## src/rtl/wm8731_dac_ctrl_if.sv

```systemverilog
// Sample-pair handshake between the audio datapath and the WM8731 DAC sequencer.
// master drives a {left, right} pair with s_valid; slave answers with s_ready.
interface wm8731_dac_ctrl_if #(
  parameter int CH_BITS = 16
);
  logic               s_valid;
  logic               s_ready;
  logic [CH_BITS-1:0] s_left;
  logic [CH_BITS-1:0] s_right;

  modport master (output s_valid, output s_left, output s_right, input s_ready);
  modport slave  (input s_valid, input s_left, input s_right, output s_ready);
endinterface

```

## src/rtl/wm8731_dac_ctrl.sv

```systemverilog
// WM8731 DAC serial sequencer: m_clk/b_clk/dac_lr_clk generation, one-entry sample buffer,
// MSB-first serialisation. Optional macro WM8731_DAC_REPEAT_ON_UNDERRUN_EN resends the last pair on underrun.
module wm8731_dac_ctrl #(
  parameter int MCLK_HALF = 1,
  parameter int BCLK_HALF = 4,
  parameter int CH_BITS   = 16
) (
  input  logic                clk,
  input  logic                reset,
  input  logic                enable,
  wm8731_dac_ctrl_if.slave    aud,
  output logic                m_clk,
  output logic                b_clk,
  output logic                dac_lr_clk,
  output logic                dacdat,
  output logic                underrun,
  output logic                busy
);
  localparam int FW = 2 * CH_BITS;
  localparam int PW = $clog2(2 * BCLK_HALF);
  localparam int BW = (FW > 1) ? $clog2(FW) : 1;
  localparam int MW = (MCLK_HALF > 1) ? $clog2(MCLK_HALF) : 1;

  localparam logic [1:0] IDLE = 2'd0;
  localparam logic [1:0] RUN  = 2'd1;
  localparam logic [1:0] STOP = 2'd2;

  localparam logic [PW-1:0] PH_LAST  = PW'(2 * BCLK_HALF - 1);
  localparam logic [BW-1:0] BIT_LAST = BW'(FW - 1);

  logic [1:0]    state_reg, state_next;
  logic [PW-1:0] ph_reg, ph_next;
  logic [BW-1:0] bit_reg, bit_next;
  logic [MW-1:0] mclk_cnt_reg;
  logic          m_clk_reg;
  logic          buf_full_reg, buf_full_next;
  logic [FW-1:0] buf_data_reg;
  logic [FW-1:0] shreg_reg, shreg_next;
  logic          b_clk_reg, b_clk_next;
  logic          lr_reg, lr_next;
  logic          dacdat_reg, dacdat_next;
  logic          underrun_reg, underrun_next;
  logic          busy_reg;
  logic          ready_reg;
  logic          accept, frame_start, consume;
  logic [FW-1:0] load_word;
`ifdef WM8731_DAC_REPEAT_ON_UNDERRUN_EN
  logic [FW-1:0] last_reg;
`endif

  assign accept = aud.s_valid && ready_reg;

  always_comb begin
    state_next  = state_reg;
    ph_next     = ph_reg;
    bit_next    = bit_reg;
    frame_start = 1'b0;
    case (state_reg)
      RUN, STOP: begin
        if (ph_reg == PH_LAST) begin
          ph_next = '0;
          if (bit_reg == BIT_LAST) begin
            // Frame boundary: either roll straight into the next frame or park in IDLE.
            bit_next = '0;
            if (enable) begin
              state_next  = RUN;
              frame_start = 1'b1;
            end else begin
              state_next = IDLE;
            end
          end else begin
            bit_next   = bit_reg + BW'(1);
            state_next = enable ? RUN : STOP;
          end
        end else begin
          ph_next    = ph_reg + PW'(1);
          state_next = enable ? RUN : STOP;
        end
      end
      default: begin
        ph_next  = '0;
        bit_next = '0;
        if (enable) begin
          state_next  = RUN;
          frame_start = 1'b1;
        end else begin
          state_next = IDLE;
        end
      end
    endcase
  end

  always_comb begin
    consume       = 1'b0;
    load_word     = '0;
    underrun_next = underrun_reg;
    shreg_next    = shreg_reg;
    dacdat_next   = dacdat_reg;
    if (frame_start) begin
      if (buf_full_reg) begin
        load_word = buf_data_reg;
        consume   = 1'b1;
      end else begin
        underrun_next = 1'b1;
`ifdef WM8731_DAC_REPEAT_ON_UNDERRUN_EN
        load_word = last_reg;
`endif
      end
      // The MSB goes straight to the pin; the register keeps the remaining bits.
      shreg_next  = load_word << 1;
      dacdat_next = load_word[FW-1];
    end else if (state_next == IDLE) begin
      shreg_next  = '0;
      dacdat_next = 1'b0;
    end else if (ph_next == '0) begin
      dacdat_next = shreg_reg[FW-1];
      shreg_next  = shreg_reg << 1;
    end
    buf_full_next = consume ? 1'b0 : (accept ? 1'b1 : buf_full_reg);
    b_clk_next    = (state_next != IDLE) && (ph_next < PW'(BCLK_HALF));
    lr_next       = (state_next != IDLE) && (bit_next < BW'(CH_BITS));
  end

  always_ff @(posedge clk) begin
    if (reset) begin
      state_reg    <= IDLE;
      ph_reg       <= '0;
      bit_reg      <= '0;
      buf_full_reg <= 1'b0;
      buf_data_reg <= '0;
      shreg_reg    <= '0;
      b_clk_reg    <= 1'b0;
      lr_reg       <= 1'b0;
      dacdat_reg   <= 1'b0;
      underrun_reg <= 1'b0;
      busy_reg     <= 1'b0;
      ready_reg    <= 1'b1;
    end else begin
      state_reg    <= state_next;
      ph_reg       <= ph_next;
      bit_reg      <= bit_next;
      buf_full_reg <= buf_full_next;
      if (accept) begin
        buf_data_reg <= {aud.s_left, aud.s_right};
      end
      shreg_reg    <= shreg_next;
      b_clk_reg    <= b_clk_next;
      lr_reg       <= lr_next;
      dacdat_reg   <= dacdat_next;
      underrun_reg <= underrun_next;
      busy_reg     <= (state_next != IDLE);
      ready_reg    <= !buf_full_next;
    end
  end

`ifdef WM8731_DAC_REPEAT_ON_UNDERRUN_EN
  always_ff @(posedge clk) begin
    if (reset) begin
      last_reg <= '0;
    end else if (consume) begin
      last_reg <= buf_data_reg;
    end
  end
`endif

  // m_clk free-runs in every state so the codec always has a master clock.
  always_ff @(posedge clk) begin
    if (reset) begin
      mclk_cnt_reg <= '0;
      m_clk_reg    <= 1'b0;
    end else if (mclk_cnt_reg == MW'(MCLK_HALF - 1)) begin
      mclk_cnt_reg <= '0;
      m_clk_reg    <= !m_clk_reg;
    end else begin
      mclk_cnt_reg <= mclk_cnt_reg + MW'(1);
    end
  end

  assign aud.s_ready = ready_reg;
  assign m_clk       = m_clk_reg;
  assign b_clk       = b_clk_reg;
  assign dac_lr_clk  = lr_reg;
  assign dacdat      = dacdat_reg;
  assign underrun    = underrun_reg;
  assign busy        = busy_reg;
endmodule

```

## src/flat_wrapper.sv

```systemverilog
// flat-port wrapper written by rule: the top's interface ports become plain ports
module wm8731_dac_ctrl_flat 
#(
  parameter int MCLK_HALF = 1,
  parameter int BCLK_HALF = 4,
  parameter int CH_BITS   = 16
)
  (clk, reset, enable, m_clk, b_clk, dac_lr_clk, dacdat, underrun, busy, aud_s_valid, aud_s_left, aud_s_right, aud_s_ready);
  wm8731_dac_ctrl_if #(.CH_BITS(CH_BITS)) aud_i ();
  input  logic clk;
  input  logic reset;
  input  logic enable;
  output logic m_clk;
  output logic b_clk;
  output logic dac_lr_clk;
  output logic dacdat;
  output logic underrun;
  output logic busy;
  input wire logic [$bits(aud_i.s_valid)-1:0] aud_s_valid;
  input wire logic [$bits(aud_i.s_left)-1:0] aud_s_left;
  input wire logic [$bits(aud_i.s_right)-1:0] aud_s_right;
  output wire logic [$bits(aud_i.s_ready)-1:0] aud_s_ready;
  assign aud_i.s_valid = aud_s_valid;
  assign aud_i.s_left = aud_s_left;
  assign aud_i.s_right = aud_s_right;
  assign aud_s_ready = aud_i.s_ready;
  wm8731_dac_ctrl #(.MCLK_HALF(MCLK_HALF), .BCLK_HALF(BCLK_HALF), .CH_BITS(CH_BITS)) u_core (.clk(clk), .reset(reset), .enable(enable), .aud(aud_i), .m_clk(m_clk), .b_clk(b_clk), .dac_lr_clk(dac_lr_clk), .dacdat(dacdat), .underrun(underrun), .busy(busy));
endmodule
```

## config.mk

```make
export PLATFORM = sky130hd
export DESIGN_NAME = wm8731_dac_ctrl_flat
export DESIGN_NICKNAME = d
export VERILOG_FILES = /design/src/rtl/wm8731_dac_ctrl_if.sv /design/src/rtl/wm8731_dac_ctrl.sv /design/src/flat_wrapper.sv
export SDC_FILE = /design/constraint.sdc
export NUM_CORES = 1
export LEC_CHECK = 0
export CAP_MARGIN = 15
export CORE_UTILIZATION = 49
export DETAILED_ROUTE_END_ITERATION = 8
export GPL_ROUTABILITY_DRIVEN = 0
export HOLD_SLACK_MARGIN = 0.06
export PLACE_DENSITY_LB_ADDON = 0.12
export SYNTH_ARGS = -nofsm -noshare
export SYNTH_HDL_FRONTEND = slang
export SYNTH_SLANG_ARGS = --single-unit
```

## constraint.sdc

```tcl
create_clock -name clk -period 1.7 [get_ports clk]
set_clock_uncertainty 0.1 [all_clocks]
set_input_delay 0.34 -clock clk [delete_from_list [all_inputs] [get_ports clk]]
set_output_delay 0.34 -clock clk [all_outputs]
set_load 0.01 [all_outputs]
```

==> results.json, run 1 <==
{
  "status": "finished, violations left",
  "violations": "DRC, setup timing",
  "grt_overflow": 0,
  "tightest_slew_ps": 491,
  "drtIter0Drc": 218,
  "rr_startpoint": "u_core.bit_reg[1]$_SDFFE_PP0P_",
  "period_minus_slack_ps": 1780,
  "design.core.area_um2": 6460,
  "rr_worst_depth": 8,
  "wl_um": 8970,
  "clkPwrFrac_pct": 33.1,
  "critPathKind": "flip-flop to flip-flop",
  "cts_buffer_depth": 2,
  "ys_types": 33,
  "antenna_left": 0,
  "largest_register_ffs": 32,
  "dpl.hpwl_um": 4470,
  "p_per_area_nw_per_um2": 935,
  "worstHoldStart": "reset",
  "cts_hold_buf": 0,
  "final_hold_viol_count": 0,
  "multi_input_area_um2": 1830,
  "sequentialPowerShare_pct": 48.0,
  "regArea_um2": 1650,
  "p_leak_uw": 0.00173,
  "cts_made_buffers": 9,
  "crit_start": "u_core.bit_reg[1]$_SDFFE_PP0P_",
  "syn_inst": 386,
  "clock_latency_ps": 360,
  "drtPass1Iterations": 7,
  "io_pins": 43,
  "fmax_mhz": 562,
  "async_reset_ff_share_pct": 0,
  "fillCellCount": 476,
  "h-tree-depth": 3,
  "setup_violations": 29,
  "arrival_ps": 1960,
  "layout_common_cells": "nand2_1 (90), dfxtp_1 (78), a21oi_1 (66), clkdlybuf4s50_1 (37), a211oi_2 (29)",
  "fp.dieH_um": 84.5,
  "vias": 2962,
  "antenna_cells": 0,
  "synth.avg_cell_area_um2": 8.65,
  "drv_slew": 0,
  "path_clk_slew_ps": 80,
  "crit_end": "u_core.shreg_reg[28]$_SDFFE_PP0P_",
  "regToRegSetupSlack_ps": -80,
  "worst_slack_ps": -78.3,
  "drc_errors": 3,
  "startpoint_type": "flip-flop",
  "viasPerCell": 5.62,
  "rr_endpoint": "u_core.shreg_reg[28]$_SDFFE_PP0P_",
  "dpl_worst_slack_ps": -89.8,
  "start_util_pct": 51.7,
  "cp_max_fo": 8,
  "port_buffers": 42,
  "cts_tree": "yes",
  "intPower_uw": 3200,
  "min_period_over_period_pct": 105,
  "ir_drop_v": 0.000748,
  "synth_edf_count": 0,
  "hold_class": "input port to flip-flop",
  "yosysWarnings": 0,
  "swShare_pct": 27.6,
  "relSlewSlack_pct": 67.1,
  "crit_required_ps": 1880,
  "end_kind": "flip-flop",
  "wl_per_cell_um": 17.0,
  "grt_setup_unrepaired": "yes",
  "ys_ff_latch": 82,
  "layout.nets": 485,
  "dieWidth_um": 84.5,
  "grt_max_degree": 33,
  "comb_power_share_pct": 18.9,
  "die-area_um2": 7150,
  "num_rows": 29,
  "fin_util_pct": 73.1,
  "clock-sinks": 82,
  "synthFlopType": "dfxtp_1",
  "grt_pass1_wl_um": 13500,
  "layout_commonest_cell": "nand2_1",
  "fin_cells": 527,
  "cts-root-buf": "clkbuf_8",
  "placed_cells": 497,
  "layout-drive-gt1-share_pct": 31.6,
  "first_global_vias": 2917,
  "switchingPower_uw": 1220,
  "grtUsageTotal_pct": 23.7,
  "drv_cap": 0,
  "yosysSeqAreaShare_pct": 49.2,
  "synth_area_um2": 3340,
  "synth_fp_nets": 426,
  "antenna_found_initial": 0,
  "areaGrowthSynthToFinish_pct": 41.5,
  "fin_tns_setup_ps": -1280
}
power groups by stage:
stage / logic [uW] / registers, uW / clock network, uW
after CTS: 729 / 2100 / 1450
after global routing: 902 / 2130 / 1550
after floorplan: 392 / 2140 / 0
after detailed placement: 619 / 2140 / 0
after global placement: 609 / 2140 / 0
final: 837 / 2120 / 1460
synthesized netlist by cell type (all sizes together), types with 2 or more instances:
library cell | number | area share [%]
inv | 3 | 0.34
nand3 | 2 | 0.30
o21a | 2 | 0.49
nor3 | 7 | 1.0
a211oi | 31 | 10
clkbuf | 6 | 0.67
nand2 | 99 | 11
ha | 4 | 1.5
xnor2 | 2 | 0.52
xor2 | 4 | 1.0
mux2i | 2 | 0.60
buf | 26 | 4.8
a21oi | 97 | 15
nor2 | 8 | 0.90
dfxtp | 82 | 49
layout make-up:
type / count / share of cell area, %
tap: 77 / 2.04
timing repair buffer: 80 / 19.7
multi-input combinational: 269 / 38.8
clock inverter: 4 / 1.06
inverter: 3 / 0.238
sequential: 82 / 34.9
clock buffer: 12 / 3.28
how the worst min path moves through the flow:
stage	to	slack [ps]	depth (start not counted)
floorplan	u_core.busy$_SDFF_PP0_	310	1
global placement	u_core.buf_data_reg[29]$_SDFFE_PP0P_	350	2
global route	u_core.state_reg[0]$_SDFF_PP0_	300	2
finish	u_core.state_reg[0]$_SDFF_PP0_	290	2
detailed placement	u_core.buf_data_reg[0]$_SDFFE_PP0P_	350	2
CTS	u_core.state_reg[0]$_SDFF_PP0_	280	2
kinds of logic after synthesis:
| kind of cell | Yosys count | share of synthesized area, % |
|---|---|---|
| compound gates | 133 | 26.5 |
| simple gates | 123 | 14.7 |
| flops | 82 | 49.2 |
| buf+inv | 35 | 5.81 |
| xor+xnor | 6 | 1.57 |
| fa+ha+maj | 4 | 1.50 |
| mux | 2 | 0.600 |
| other cells | 1 | 0.112 |
critical path: stages (launching register included):
cell	delay, ps
dfxtp_2	340
ha_4	160
and3_4	180
ha_4	170
a21oi_4	210
buf_12	160
buf_8	130
a21oi_2	40
a211oi_2	200
stage by stage:
| step | power (uW) | hold WS [ps] | area, um2 |
|---|---|---|---|
| final | 4420 | 292 | 4720 |
| after global routing | 4580 | 299 | 4720 |
| after CTS | 4280 | 283 | 4430 |
| after detailed placement | 2760 | 348 | 3920 |
| after global placement | 2750 | 346 | 3920 |
| after floorplan | 2530 | 306 | 3360 |
per-layer routing:
| layer | routed length [um] | vias up | global-route usage [%] | share of wire (%) |
|---|---|---|---|---|
| li1 | - | 1441 | - | - |
| met2 | 4470 | 83 | 39.6 | 50 |
| met1 | 3820 | 1419 | 28.9 | 43 |
| met4 | 166 | 0 | 9.71 | 1.8 |
| met5 | 0 | - | 0 | 0 |
| met3 | 517 | 19 | 6.69 | 5.8 |
repair_timing:
action,in CTS,in global routing
pin swaps,15,22
cloned,5,3
setup endpoints to repair,37,39
resized for setup,44,50
hold endpoints to repair,0,0
buffers inserted,4,2
Power figures use the tool's default switching activity.
==> run 2, diff against run 1 <==
- GPL_ROUTABILITY_DRIVEN: 0 -> 1
==> results of run 2 <==
Final layout, timing and power as in run 1 (identical DEF).
==> run 3, diff against run 2 <==
==> constraint.sdc (replaced) <==
create_clock -name clk -period 1.7 [get_ports clk]
set_clock_uncertainty 0.1 [all_clocks]
set_input_delay 0.255 -clock clk [delete_from_list [all_inputs] [get_ports clk]]
set_output_delay 0.255 -clock clk [all_outputs]
set_load 0.01 [all_outputs]
==> results.json, run 3 (same netlist as run 1, synthesis figures left out) <==
{
  "status": "finished, violations left",
  "violations": "DRC, setup timing",
  "hold_slack_ps": 207,
  "antenna_cells": 0,
  "grt_pass1_wl_um": 14400,
  "cts_buffer_depth": 2,
  "min_period_over_period_pct": 104,
  "grt_overflow": 0,
  "hold_class": "input port to flip-flop",
  "clock-sinks": 82,
  "dpl_worst_slack_ps": -75.2,
  "drc_errors": 6,
  "io_pins": 43,
  "cp_slowest_cell": "dfxtp_2",
  "drv_cap": 0,
  "critPathKind": "flip-flop to flip-flop",
  "antenna_left": 0,
  "cp_top_family": "compound AO/OA/AOI/OAI gates",
  "placed_cells": 498,
  "cts_made_buffers": 9,
  "grt_max_degree": 33,
  "crit_buf_inv": 1,
  "place.gp.congestion": 0.748,
  "drtIter0Drc": 162,
  "viasPerCell": 5.65,
  "largest_register_ffs": 32,
  "drv_slew": 0,
  "ir_drop_v": 0.000616,
  "final_cell_area_um2": 4890,
  "path_cells": "ha_4, and3_4, ha_4, nand2_4, nand2_8, buf_8, a21oi_4, a21boi_2",
  "drtPass1Iterations": 6,
  "worst_slack_ps": -72.2,
  "cts_hold_buf": 0,
  "dieWidth_um": 84.5,
  "fmax_mhz": 564,
  "design.core.area_um2": 6460,
  "setup_violations": 20,
  "num_rows": 29,
  "period_minus_slack_ps": 1770,
  "clock_latency_ps": 360,
  "p_leak_uw": 0.00175,
  "wl_um": 9320,
  "final_hold_viol_count": 0,
  "grtUsageTotal_pct": 25.7,
  "fin_cells": 530,
  "h-tree-depth": 3,
  "vias": 2994,
  "fillCellCount": 435,
  "post_dp_cell_area_um2": 3950,
  "layout-drive-gt1-share_pct": 33.8,
  "grt_setup_unrepaired": "yes",
  "cts-root-buf": "clkbuf_8",
  "start_util_pct": 51.7,
  "startpoint_type": "flip-flop",
  "cp_max_fo": 5,
  "dpl.hpwl_um": 4600,
  "wl_per_cell_um": 17.6,
  "port_buffers": 42,
  "antenna_found_initial": 0,
  "cpPeakStageDelay_ps": 340,
  "layout_commonest_cell": "nand2_1",
  "layout_common_cells": "nand2_1 (82), dfxtp_1 (77), a21oi_1 (69), clkdlybuf4s50_1 (41), a211oi_2 (28)",
  "fp.dieH_um": 84.5,
  "die-area_um2": 7150,
  "layout.nets": 488,
  "regArea_um2": 1650,
  "areaGrowthSynthToFinish_pct": 46.4,
  "multi_input_area_um2": 1910,
  "arrival_ps": 1950,
  "path_clk_slew_ps": 80,
  "p_per_area_nw_per_um2": 938,
  "cp_common_cell": "ha_4",
  "first_global_vias": 2940,
  "end_kind": "flip-flop",
  "cts_tree": "yes",
  "crit_required_ps": 1880
}
## run 3: cell types whose count changed in the layout (fill, tap and decap cells not counted), moves of 2 or more
| cell | delta |
|---|---|
| dlymetal6s2s_1 | -2 |
| clkdlybuf4s50_1 | +4 |
| a21oi_4 | +4 |
| buf_16 | +2 |
| buf_6 | -3 |
| buf_12 | +3 |
| a21oi_1 | +3 |
| dlygate4sd2_1 | -2 |
| nand2_2 | +4 |
| nand2_1 | -8 |
| buf_8 | +2 |
| a21oi_2 | -7 |
| nand2_4 | +4 |
| clkbuf_16 | -2 |
## run 3: timing repair
item	4_1_cts	5_1_grt
endpoints found under the setup margin	36	38
pin swaps	18	38
hold endpoints to repair	0	0
setup buffers	6	3
gates resized for setup	53	60
cloned	8	0
## run 3: metal layers
| metal | global-route usage [%] | share of wire, % |
|---|---|---|
| met5 | 0 | 0 |
| met4 | 10.6 | 1.6 |
| met3 | 4.03 | 3.7 |
| met2 | 42.8 | 51 |
| met1 | 33.5 | 44 |
## run 3: final cells by class
type | instances | share of cell area (%)
Timing Repair Buffer | 83 | 20.4
Inverter | 3 | 0.282
Multi-Input combinational cell | 269 | 39.2
Clock buffer | 11 | 2.89
Sequential cell | 82 | 33.7
Tap cell | 77 | 1.97
Clock inverter | 5 | 1.59
## run 3: stage by stage
step	TNS, ps	total power, uW	utilization [%]
global placement	-432	2760	61.2
floorplan	-150	2530	-
detailed placement	-1510	2770	61.2
global route	-2260	4760	75.7
finish	-623	4580	75.7
CTS	-314	4480	71.7
## run 3: path summary, 6_finish.rpt
path | end | start | cells after the start | slack [ps]
worst max-delay path | u_core.b_clk$_SDFF_PP0_ | u_core.bit_reg[1]$_SDFFE_PP0P_ | 8 | -70
worst max register to register | u_core.b_clk$_SDFF_PP0_ | u_core.bit_reg[1]$_SDFFE_PP0P_ | 8 | -70
worst min-delay path | u_core.state_reg[0]$_SDFF_PP0_ | reset | 2 | 210
worst min register to register | u_core.buf_data_reg[10]$_SDFFE_PP0P_ | u_core.buf_data_reg[10]$_SDFFE_PP0P_ | 2 | 360
## run 3: power by group
part	leakage [uW]	switching (uW)	internal, uW
clock network	0.000109	709	863
logic	0.000967	454	433
registers	0.000675	87.6	2040
==> RTL change 1: new RTL, settings of run 1 <==
Build with the macro `WM8731_DAC_REPEAT_ON_UNDERRUN_EN` defined.
--- a/src/rtl/wm8731_dac_ctrl.sv
+++ b/src/rtl/wm8731_dac_ctrl.sv
@@ -1,4 +1,6 @@
 // WM8731 DAC serial sequencer: m_clk/b_clk/dac_lr_clk generation, one-entry sample buffer,
 // MSB-first serialisation. Optional macro WM8731_DAC_REPEAT_ON_UNDERRUN_EN resends the last pair on underrun.
+`define WM8731_DAC_REPEAT_ON_UNDERRUN_EN
+
 module wm8731_dac_ctrl #(
   parameter int MCLK_HALF = 1,
Check against the original RTL: same outputs for any inputs over 10 cycles, from zero or initial values and one cycle with reset high; that may be too few to reach the edited logic, so the function may still have changed.
==> RTL change 1 against run 1 <==
The run ends with negative setup slack left. Clock power increased to 2.6 times the old value. Setup slack worse by 0.098 ns. Area after synthesis is 40% higher. Routed wire length grew 53%. Sequential cell count rose by 32. Design area grew 45%. Global-route usage increased by 3.0 points. Non-clock buffer count grew 10. Power up 76%. Highest routed layer unchanged.
==> RTL change 1: results (changes against run 1) <==
\begin{tabular}{lr}
\hline
Metric & Value \\
\hline
\multicolumn{2}{l}{\textbf{Power and ir drop}} \\
Standby leakage power & 2.50 nW (+45\%) \\
Total net switching power & 1.84 mW (+51\%) \\
\multicolumn{2}{l}{\textbf{Synth}} \\
Leading post-synthesis cells by instance count & 164 x sky130\_fd\_sc\_hd\_\_nand2\_1, 127 x sky130\_fd\_sc\_hd\_\_a21oi\_1, 114 x sky130\_fd\_sc\_hd\_\_dfxtp\_1, 32 x sky130\_fd\_sc\_hd\_\_mux2\_2, 31 x sky130\_fd\_sc\_hd\_\_a211oi\_1 \\
Number of nets produced by synthesis & 602 (+41\%) \\
Adder-Cell Fraction of Synth Area & 1.07\% (-0.43 points) \\
Share of the yosys chip area belonging to registers & 48.9\% (-0.24 points) \\
\multicolumn{2}{l}{\textbf{Global route}} \\
Global-route wire length before repair & 20.6 mm (+53\%) \\
GRT met3 Usage & 5.97\% (-0.71 points) \\
Met2 track utilization from global routing & 45.2\% (+5.6 points) \\
Overall routing resource usage & 26.7\% (+3.0 points) \\
Global routing met1 resource utilization & 32.6\% (+3.7 points) \\
\multicolumn{2}{l}{\textbf{Layout}} \\
Proportion of layout cells with a drive suffix above 1 & 33.7\% (+2.1 points) \\
Total Nets Final & 664 (+37\%) \\
Filler instances & 629 (+32\%) \\
Utilization of the core after routing & 74.2\% (+1.1 points) \\
\multicolumn{2}{l}{\textbf{Setup path}} \\
Worst-case register-to-register setup slack & -0.18 ns (-0.10 ns) \\
Endpoint arrival time on the critical path & 2.18 ns (+0.22 ns) \\
\multicolumn{2}{l}{\textbf{Run status}} \\
Violated checks & negative setup slack \\
Status & finished with violations \\
\multicolumn{2}{l}{\textbf{STA}} \\
Number of setup violations in the final report & 69 (+140\%) \\
Crit path setup slack, layout & -0.177 ns (-0.0985 ns) \\
\multicolumn{2}{l}{\textbf{Placed design}} \\
DP Wirelength & 6.17 mm (+38\%) \\
Worst-case setup slack after placement & -0.123 ns (-0.0329 ns) \\
Post-placement cell count & 718 (+44\%) \\
\multicolumn{2}{l}{\textbf{Detailed routing}} \\
Routed met2 length & 6.64 mm (+48\%) \\
Initial DRC Count & 294 (+35\%) \\
Routed vias/inst & 5.64 (+0.32\%) \\
Met3 wire length & 794 µm (+54\%) \\
\multicolumn{2}{l}{\textbf{Clock tree}} \\
H-tree depth reported by CTS & 4 (+1) \\
\hline
\end{tabular}
## RTL change 1: changes by cell type in the layout (fill, tap and decap cells not counted), sizes merged, moves of 5 or more
cell	run 1	this run
nand2	99	164
a21oi	97	130
dfxtp	82	114
mux2	0	32
clkbuf	14	24
buf	37	44
bufinv	1	6
dlygate4sd2	2	7
## RTL change 1: cell type report
type                    count  share of cell area [%]
well taps                 129                    2.35
repair buffers             90                    15.9
clock inverters            11                    3.08
inverters                   4                   0.255
multi-input cells         397                    38.9
clock buffers              19                    6.15
flip-flops and latches    114                    33.4
## RTL change 1: worst paths after layout
kind | startpoint | to | cells after the start
worst max-delay path | u_core.bit_reg[1] | u_core.shreg_reg[2] | 7
worst min-delay path | reset | u_core.state_reg[0] | 2
worst max register to register | u_core.bit_reg[1] | u_core.shreg_reg[2] | 7
worst min register to register | u_core.last_reg[3] | u_core.last_reg[3] | 2
==> RTL change 2: new RTL, settings of run 1 <==
Made on the original files. `shreg_reg` no longer has a reset.
--- a/src/rtl/wm8731_dac_ctrl.sv
+++ b/src/rtl/wm8731_dac_ctrl.sv
@@ -129,5 +129,4 @@
       buf_full_reg <= 1'b0;
       buf_data_reg <= '0;
-      shreg_reg    <= '0;
       b_clk_reg    <= 1'b0;
       lr_reg       <= 1'b0;
@@ -144,5 +143,4 @@
         buf_data_reg <= {aud.s_left, aud.s_right};
       end
-      shreg_reg    <= shreg_next;
       b_clk_reg    <= b_clk_next;
       lr_reg       <= lr_next;
@@ -152,4 +150,8 @@
       ready_reg    <= !buf_full_next;
     end
+  end
+
+  always_ff @(posedge clk) begin
+    shreg_reg <= shreg_next;
   end
 
Check against the original RTL: same outputs for any inputs over 10 cycles, from zero or initial values and one cycle with reset high; that may be too few to reach the edited logic, so the function may still have changed.
==> RTL change 2 against run 1 <==
The flow finishes with violations (negative setup slack). Combinational power is 46% lower. Design area is 17% lower. Setup slack worse by 0.018 ns. Final cell count is 22% lower. Sequential cell count stayed put. Power is 10% lower. Utilization is 7.9 points lower. Non-clock buffer count is 19 lower. Routed wire length is 37% lower. Area after synthesis is 7.6% lower. First-iteration DRC count is 50% lower.
==> RTL change 2: results (changes against run 1) <==
\begin{tabular}{lr}
\hline
Metric & Value \\
\hline
\multicolumn{2}{l}{\textbf{Run status}} \\
Violated checks & negative setup slack \\
Status & finished with violations \\
\multicolumn{2}{l}{\textbf{Global route}} \\
Global-route wire length before repair & 9.28 mm (-31\%) \\
Met2 track utilization from global routing & 30.6\% (-9.0 points) \\
Global routing met1 resource utilization & 24.7\% (-4.2 points) \\
Overall routing resource usage & 19.5\% (-4.3 points) \\
\multicolumn{2}{l}{\textbf{Hold path}} \\
Min-Delay Startpoint & u\_core.buf\_data\_reg[0] \\
Hold endpoint & u\_core.buf\_data\_reg[0] \\
\multicolumn{2}{l}{\textbf{Synth}} \\
Multiplexer area fraction after synthesis & 0.974\% (+0.37 points) \\
Leading post-synthesis cells by instance count & 68 x sky130\_fd\_sc\_hd\_\_nand2\_1, 51 x sky130\_fd\_sc\_hd\_\_dfxtp\_1, 32 x sky130\_fd\_sc\_hd\_\_a21oi\_1, 31 x sky130\_fd\_sc\_hd\_\_edfxtp\_1, 30 x sky130\_fd\_sc\_hd\_\_a22o\_1 \\
Number of nets produced by synthesis & 319 (-25\%) \\
Distinct cell type count of the synthesized netlist & 34 (+3.0\%) \\
Number of enable flip-flop cells after synthesis & 31 (+31) \\
Synth Area in Compound Gates & 15.8\% (-11 points) \\
Mean instance size in the synthesized netlist & 11.1 µm² (+28\%) \\
\multicolumn{2}{l}{\textbf{Power and ir drop}} \\
Standby leakage power & 1.54 nW (-11\%) \\
Highest ir drop seen on vdd & 691 µV (-7.6\%) \\
\multicolumn{2}{l}{\textbf{Setup path}} \\
Critical path destination & u\_core.shreg\_reg[4] \\
Reg2reg path depth & 7 (-1) \\
\multicolumn{2}{l}{\textbf{Detailed routing}} \\
Final routed wirelength across all metal layers & 5.62 mm (-37\%) \\
\multicolumn{2}{l}{\textbf{Placed design}} \\
DP Wirelength & 3.50 mm (-22\%) \\
Cell area after placement & 0.00370 mm² (-5.5\%) \\
\multicolumn{2}{l}{\textbf{Layout}} \\
Post-layout instance area & 0.00391 mm² (-17\%) \\
Total Nets Final & 373 (-23\%) \\
\multicolumn{2}{l}{\textbf{STA}} \\
Number of setup violations in the final report & 48 (+66\%) \\
Crit path setup slack, layout & -0.0966 ns (-0.0182 ns) \\
\hline
\end{tabular}
## RTL change 2: cell count changes after synthesis, sizes merged
cell / delta
nor2: -1
a211oi: -30
nand2: -30
mux2i: +1
o21a: -1
a22o: +30
and2: +1
dfxtp: -31
edfxtp: +31
a21oi: -63
a31oi: +1
nand3: -2
buf: -13
## RTL change 2: report_power, final
part           switching, mW  total [mW]  internal (mW)
Clock                  0.649        1.22          0.571
Combinational          0.225       0.454          0.229
Sequential            0.0691        2.29           2.22
## RTL change 2: repair_timing
action,4_1_cts,5_1_grt
gates cloned,2,0
gates resized for setup,3,5
pin swaps,3,2
buffers inserted,0,0
setup endpoints to repair,65,69
hold buffers,0,0
## RTL change 2: area by class of cell
type                    instances  area share (%)
clock buffers                  14            3.90
clock inverters                 2           0.320
inverters                       3           0.288
multi-input cells             176            27.8
flip-flops and latches         82            50.0
well taps                      75            2.40
repair buffers                 61            15.3
